===== src/rtl/lane_serializer.sv =====
// lane_serializer: buffers 32-bit lane words in a 2-deep FIFO and sends them MSB first, filling gaps with K28.5 idle symbols.
// Ports:
//   clk_2f    - rising-edge clock for all state
//   reset     - asynchronous active-low reset
//   lane      - 32-bit word from one stripe lane
//   valid_in  - lane carries a word this cycle
//   ready     - a word offered this cycle will be stored
//   data_out  - registered serial bit
//   valid_out - registered, data_out is a payload bit
//   overflow  - sticky, a word was offered while ready was low
module lane_serializer (
  input  logic        clk_2f,
  input  logic        reset,
  input  logic [31:0] lane,
  input  logic        valid_in,
  output logic        ready,
  output logic        data_out,
  output logic        valid_out,
  output logic        overflow
);
  localparam logic [7:0] IDLE_SYM = 8'hBC;
  typedef enum logic {IDLE, SEND} state_t;
  state_t      state_q, state_d;
  logic [4:0]  cnt_q, cnt_d;
  logic [1:0]  count_q, count_d;
  logic        wptr_q, rptr_q;
  logic [31:0] mem_q [2];
  logic [31:0] shift_q, shift_d;
  logic        data_q, data_d, valid_q, valid_d, ovf_q;
  logic        push, pop, last;
  assign ready     = reset && (count_q < 2'd2);
  assign data_out  = data_q;
  assign valid_out = valid_q;
  assign overflow  = ovf_q;
  // pop only at the last bit of a symbol, judged on the count before this edge's push
  always_comb begin
    push    = valid_in && ready;
    last    = (state_q == IDLE) ? (cnt_q == 5'd7) : (cnt_q == 5'd31);
    pop     = last && (count_q != 2'd0);
    count_d = count_q + {1'b0, push} - {1'b0, pop};
    state_d = pop ? SEND : (last ? IDLE : state_q);
    cnt_d   = last ? 5'd0 : cnt_q + 5'd1;
    shift_d = pop ? mem_q[rptr_q] : shift_q;
    data_d  = (state_q == IDLE) ? IDLE_SYM[3'd7 - cnt_q[2:0]] : shift_q[5'd31 - cnt_q];
    valid_d = (state_q == SEND);
  end
  always_ff @(posedge clk_2f) begin
    if (push) mem_q[wptr_q] <= lane;
  end
  always_ff @(posedge clk_2f or negedge reset) begin
    if (!reset) begin
      state_q <= IDLE;
      cnt_q   <= 5'd0;
      count_q <= 2'd0;
      wptr_q  <= 1'b0;
      rptr_q  <= 1'b0;
      shift_q <= 32'd0;
      data_q  <= 1'b0;
      valid_q <= 1'b0;
      ovf_q   <= 1'b0;
    end else begin
      state_q <= state_d;
      cnt_q   <= cnt_d;
      count_q <= count_d;
      wptr_q  <= wptr_q ^ push;
      rptr_q  <= rptr_q ^ pop;
      shift_q <= shift_d;
      data_q  <= data_d;
      valid_q <= valid_d;
      ovf_q   <= ovf_q | (valid_in & ~ready);
    end
  end
endmodule


===== config.mk =====
export PLATFORM = sky130hd
export DESIGN_NAME = lane_serializer
export DESIGN_NICKNAME = d
export VERILOG_FILES = /design/src/rtl/lane_serializer.sv
export SDC_FILE = /design/constraint.sdc
export NUM_CORES = 1
export LEC_CHECK = 0
export ABC_AREA = 1
export CAP_MARGIN = 15
export CORE_MARGIN = 3
export CORE_UTILIZATION = 45
export DETAILED_ROUTE_END_ITERATION = 12
export PLACE_DENSITY = 0.75
export SLEW_MARGIN = 20
export SYNTH_ARGS = -nofsm -noshare
export SYNTH_HDL_FRONTEND = slang
export SYNTH_SLANG_ARGS = --single-unit

===== constraint.sdc =====
create_clock -name clk_2f -period 2.7 [get_ports clk_2f]
set_clock_uncertainty 0.15 [all_clocks]
set_input_delay 0.54 -clock clk_2f [delete_from_list [all_inputs] [get_ports clk_2f]]
set_output_delay 0.54 -clock clk_2f [all_outputs]
set_load 0.05 [all_outputs]

==> results_dict.tcl, run 1 <==
set metrics [dict create \
    drt_iter0_drc 120 \
    holdWs_ps 120 \
    antenna_found_initial 0 \
    finalNonFillerCells 549 \
    fmax_mhz 455 \
    place_inst 533 \
    worstSetupPathType "reg2out" \
    numCtsBuffers 9 \
    wl_um 7380 \
    fp.dieH_um 104 \
    worstMarginPinSlew_ps 560 \
    hp-class "in2async" \
    gr-usage-all-layers_pct 15.0 \
    avgViaCountPerCell 4.95 \
    antennaDiodeCount 0 \
    die-area_um2 10700 \
    finalCoreUtilization_pct 54.2 \
    drive_gt1_share_pct 7.38 \
    powerDensity_nw_per_um2 880 \
    post_cts_buffers 0 \
    cpMaxStageDelayCell "clkdlybuf4s50_1" \
    yosysSeqAreaShare_pct 71.0 \
    cts_tree "built" \
    synth_nets 415 \
    setup_viol 0 \
    slew_violations 0 \
    grt_start_max_net_pins 46 \
    path_cells "clkdlybuf4s50_1" \
    finalWeightedCongestion 0.838 \
    drt_first_pass_iters 4 \
    synth_top_area_cell "edfxtp_1" \
    fillers 767 \
    leakage_nw 1.99 \
    root_buffer "clkbuf_8" \
    start_util_pct 46.4 \
    ys.flop_type "edfxtp_1" \
    layout.nets 457 \
    grt_pass1_vias 2666 \
    synthCells 373 \
    dpl.hpwl_um 4750 \
    path_clk_slew_ps 100 \
    max_stage_delay_ps 800 \
    gr-total-overflow 0 \
    final.period_utilization_pct 81.3 \
    worstSetupStartpointType "register" \
    crit_arrival_ps 1510 \
    clk_latency_ps 360 \
    critPathCaptureType "primary output" \
    cp_max_fo 2 \
    core_area_um2 9240 \
    grt_pass1_wl_um 12900 \
    cap_violations 0 \
    relSlewSlack_pct 62.6 \
    ys_warn_count 0 \
    drc_errors 0 \
    layout_commonest_cell "nand2_1" \
    path_buf_inv 1 \
    via_count 2716 \
    cts_resized 0 \
    ir_worst_vdd_uv 410 \
    reg2reg_from "cnt_q[0]$_DFF_PN0_" \
    rows 35 \
    worstPathRequired_ps 2010 \
    final_cell_mix "nand2_1, edfxtp_1, dfrtp_1, nor2_1, clkdlybuf4s50_1" \
    synth_cell_types 24 \
    yosys_register_bits 109 \
    synth_edf_count 64 \
    worstSetupStartpoint "overflow$_DFF_PN0_" \
    clock_sink_count 109 \
    async_reset_ff_share_pct 41.3 \
    port_buffers 38 \
    ant_nets 0 \
    crit_family "buffers and inverters" \
    outcome "completed" \
    wl_per_cell_um 13.4 \
    netlist.area_leader.share_pct 44.8 \
    finalHoldViolCount 0 \
    hold_buffers 0 \
    synth.avg_cell_area_um2 11.5 \
    cts_buffer_depth 2 \
    rsz0062_at_grt "false" \
    period_needed_ps 2200 \
    synth_area_um2 4290 \
    num_io_pins 39 \
    h-tree-depth 3 \
    die_w_um 104 \
    areaGrowthSynthToFinish_pct 16.8 \
    ys_top_cells_by_area "edfxtp_1, dfrtp_1, nand2_1, a31oi_1, nor2_1" \
]
## synth_stat cells, types with 3 or more instances
cell type    n
dfrtp_1     45
edfxtp_1    64
nand2_1    114
buf_6        3
nor2_1      41
buf_2        5
nand3_1     22
a31oi_1     32
clkbuf_1     7
ha_1         7
inv_1       13
a21oi_1      5
## state kept, by name (all words and copies together), names as in the netlist, 2 cells and up
| register | flops |
|---|---|
| cnt_q | 5 |
| mem_q | 64 |
| count_q | 2 |
| shift_q | 32 |
## per-layer routing
metal	track usage [%]	share of wire, %	vias to the layer above
li1	-	-	1354
met1	20.2	46	1302
met2	23.8	48	48
met3	3.86	4.2	12
met4	5.51	1.8	0
met5	0	0	-
## through the flow
step	total power (W)	cell area (µm²)	TNS [ps]	setup slack (ps)
after floorplan	0.00315	4290	-14240	-223
after global placement	0.00350	4820	0	483
after detailed placement	0.00352	4820	0	468
after CTS	0.00445	5010	0	483
after global routing	0.00475	5010	0	335
final	0.00441	5010	0	505
## kinds of logic (layout without fill, tap and decap cells)
kind of cell	count (synthesis)	after routing	share of synthesized area, %
DFF	109	109	71.0
adders and majority gates	7	7	2.04
and+or+nand+nor	179	179	16.4
AOI/OAI and AO/OA	42	42	6.24
buffers and inverters	33	80	3.64
xor gates and xnor gates	3	3	0.612
## report_power, final
part	total [W]	switching, W	internal, W
clock network	0.000937	0.000510	0.000428
logic	0.00109	0.000667	0.000425
registers	0.00238	0.000203	0.00218
total	0.00441	0.00138	0.00303
## layout make-up
type | count | area, µm² | share of cell area, %
flip-flops and latches | 109 | 3050 | 60.8
clock buffers | 10 | 128 | 2.55
multi-input cells | 231 | 1090 | 21.7
clock inverters | 6 | 62.6 | 1.25
repair buffers | 49 | 468 | 9.34
inverters | 15 | 56.3 | 1.12
well taps | 129 | 161 | 3.22
## final timing paths
path                                        end  slack [ps]  depth (start not counted)
min in group clk_2f         valid_out$_DFF_PN0_         310                          0
hold / removal              valid_out$_DFF_PN0_         120                          2
max in group asynchronous    cnt_q[0]$_DFF_PN0_        1890                          2
setup / recovery                       overflow         500                          1
hold reg to reg             valid_out$_DFF_PN0_         310                          0
setup reg to reg           count_q[1]$_DFF_PN0_         530                         12
Note: power is estimated with default switching activity, not from simulation.
==> run 2, diff against run 1 <==
==> constraint.sdc (replaced) <==
create_clock -name clk_2f -period 2.2 [get_ports clk_2f]
set_clock_uncertainty 0.15 [all_clocks]
set_input_delay 0.44 -clock clk_2f [delete_from_list [all_inputs] [get_ports clk_2f]]
set_output_delay 0.44 -clock clk_2f [all_outputs]
set_load 0.05 [all_outputs]
==> results_dict.tcl, run 2 (synthesis gave the netlist of run 1 again) <==
set metrics [dict create \
    outcome "completed" \
    finalPower_w 0.00552 \
    antenna_found_initial 0 \
    crit_family "buffers and inverters" \
    finalHoldViolCount 0 \
    seqPwrFrac_pct 53.3 \
    worstSetupStartpointType "register" \
    leakage_nw 2.02 \
    hold_buffers 0 \
    place_inst 535 \
    pre_cts_ws_ps 114 \
    die_w_um 104 \
    r2r_cells 11 \
    path_buf_inv 1 \
    hp-class "in2async" \
    grt_pass1_wl_um 12700 \
    layout.nets 462 \
    grt_start_max_net_pins 46 \
    ant_nets 0 \
    fillers 790 \
    cts_tree "built" \
    dpl.hpwl_um 4990 \
    cap_violations 0 \
    pwr-share-comb_pct 25.7 \
    gr-usage-all-layers_pct 14.8 \
    port_buffers 38 \
    clockPowerShare_pct 21.1 \
    critPathCaptureType "primary output" \
    h-tree-depth 3 \
    die-area_um2 10700 \
    final.period_utilization_pct 95.3 \
    rows 35 \
    rsz0062_at_grt "false" \
    relSlewSlack_pct 57.2 \
    clock_sink_count 109 \
    powerDensity_nw_per_um2 1080 \
    layout_commonest_cell "nand2_1" \
    net-switching-power_w 0.00176 \
    regMostFlops "mem_q" \
    num_io_pins 39 \
    cp_max_fo 2 \
    max_stage_delay_ps 800 \
    gr-total-overflow 0 \
    worstMarginPinSlew_ps 642 \
    via_count 2763 \
    drt_iter0_drc 145 \
    slew_violations 0 \
    root_buffer "clkbuf_8" \
    largest_register_ffs 64 \
    fp.dieH_um 104 \
    cts_buffer_depth 2 \
    drive_gt1_share_pct 10.4 \
    core_area_um2 9240 \
    p_sw_share_pct 31.9 \
    finalWeightedCongestion 0.898 \
    path_cells "clkdlybuf4s50_1" \
    wl_per_cell_um 14.0 \
    r2r_setup_slack_ps 110 \
    setup_tns_ps 0 \
    worstSetupPathType "reg2out" \
    numCtsBuffers 9 \
    finalNonFillerCells 554 \
    setup_viol 0 \
    top_regs "mem_q (64), shift_q (32), cnt_q (5)" \
    crit_arrival_ps 1510 \
    wl_um 7760 \
    avgViaCountPerCell 4.99 \
    cpMaxStageDelayCell "clkdlybuf4s50_1" \
    intPower_w 0.00376 \
    r2r-end "count_q[0]$_DFF_PN0_" \
    worstPathRequired_ps 1610 \
    start_util_pct 46.4 \
    grt_pass1_vias 2602 \
    antennaDiodeCount 0 \
    reg2reg_from "cnt_q[1]$_DFF_PN0_" \
    drc_errors 0 \
    fmax_mhz 477 \
    final_cell_mix "nand2_1, edfxtp_1, dfrtp_1, nor2_1, clkdlybuf4s50_1" \
    ir_worst_vdd_uv 586 \
    drt_first_pass_iters 4 \
    period_needed_ps 2100 \
    clk_latency_ps 360 \
    setup_ws_ps 104 \
    path_clk_slew_ps 90 \
    holdWs_ps 13.1 \
    areaGrowthSynthToFinish_pct 19.3 \
]
==> run 2: cell types whose count changed in the layout (fill, tap and decap cells not counted), sizes merged <==
cell / previous run / this run
buf: 13 / 18
clkbuf: 10 / 9
clkinvlp: 2 / 1
clkinv: 3 / 5
==> run 2: per-layer routing <==
layer / GRT usage [%] / share of wire (%) / vias up
met4: 4.27 / 1.6 / 0
met1: 19.5 / 44 / 1311
li1: - / - / 1363
met5: 0 / 0 / -
met3: 4.11 / 5.6 / 15
met2: 24.2 / 49 / 74
==> run 2: timing repair <==
| action | in CTS | in global routing |
|---|---|---|
| gates resized for setup | 0 | 4 |
| endpoints found under the setup margin | 0 | 23 |
| setup buffers | 0 | 3 |
==> run 2: layout make-up <==
class	instances	area [µm²]	area share (%)
clock buffers	9	124	2.42
clock inverters	7	65.1	1.27
inverters	15	56.3	1.10
multi-input cells	231	1110	21.7
flip-flops and latches	109	3050	59.5
well taps	129	161	3.15
repair buffers	54	554	10.8
==> run 2: power by group through the flow <==
stage | Sequential [W] | Clock, W | Combinational (W)
after CTS | 0.00294 | 0.00118 | 0.00142
after floorplan | 0.00296 | 0 | 0.000911
after detailed placement | 0.00298 | 0 | 0.00141
final | 0.00294 | 0.00116 | 0.00142
after global placement | 0.00296 | 0 | 0.00138
after global routing | 0.00299 | 0.00126 | 0.00160
==> run 2: per-stage QoR <==
step           utilization [%]  cell area, µm²
2_1_floorplan                -            4310
3_3_place_gp              52.9            4890
3_5_place_dp              52.9            4890
4_1_cts                   55.0            5080
5_1_grt                   55.4            5120
6_report                  55.4            5120
==> run 2: how the worst max path moves through the flow <==
| stage | from | endpoint | slack [ps] | cells after the start |
|---|---|---|---|---|
| floorplan | cnt_q[0]$_DFF_PN0_ | count_q[0]$_DFF_PN0_ | -40 | 13 |
| global placement | cnt_q[1]$_DFF_PN0_ | count_q[0]$_DFF_PN0_ | 150 | 11 |
| detailed placement | cnt_q[1]$_DFF_PN0_ | count_q[0]$_DFF_PN0_ | 110 | 11 |
| CTS | overflow$_DFF_PN0_ | overflow | 80 | 1 |
| global route | cnt_q[0]$_DFF_PN0_ | count_q[0]$_DFF_PN0_ | 30 | 11 |
| finish | overflow$_DFF_PN0_ | overflow | 100 | 1 |
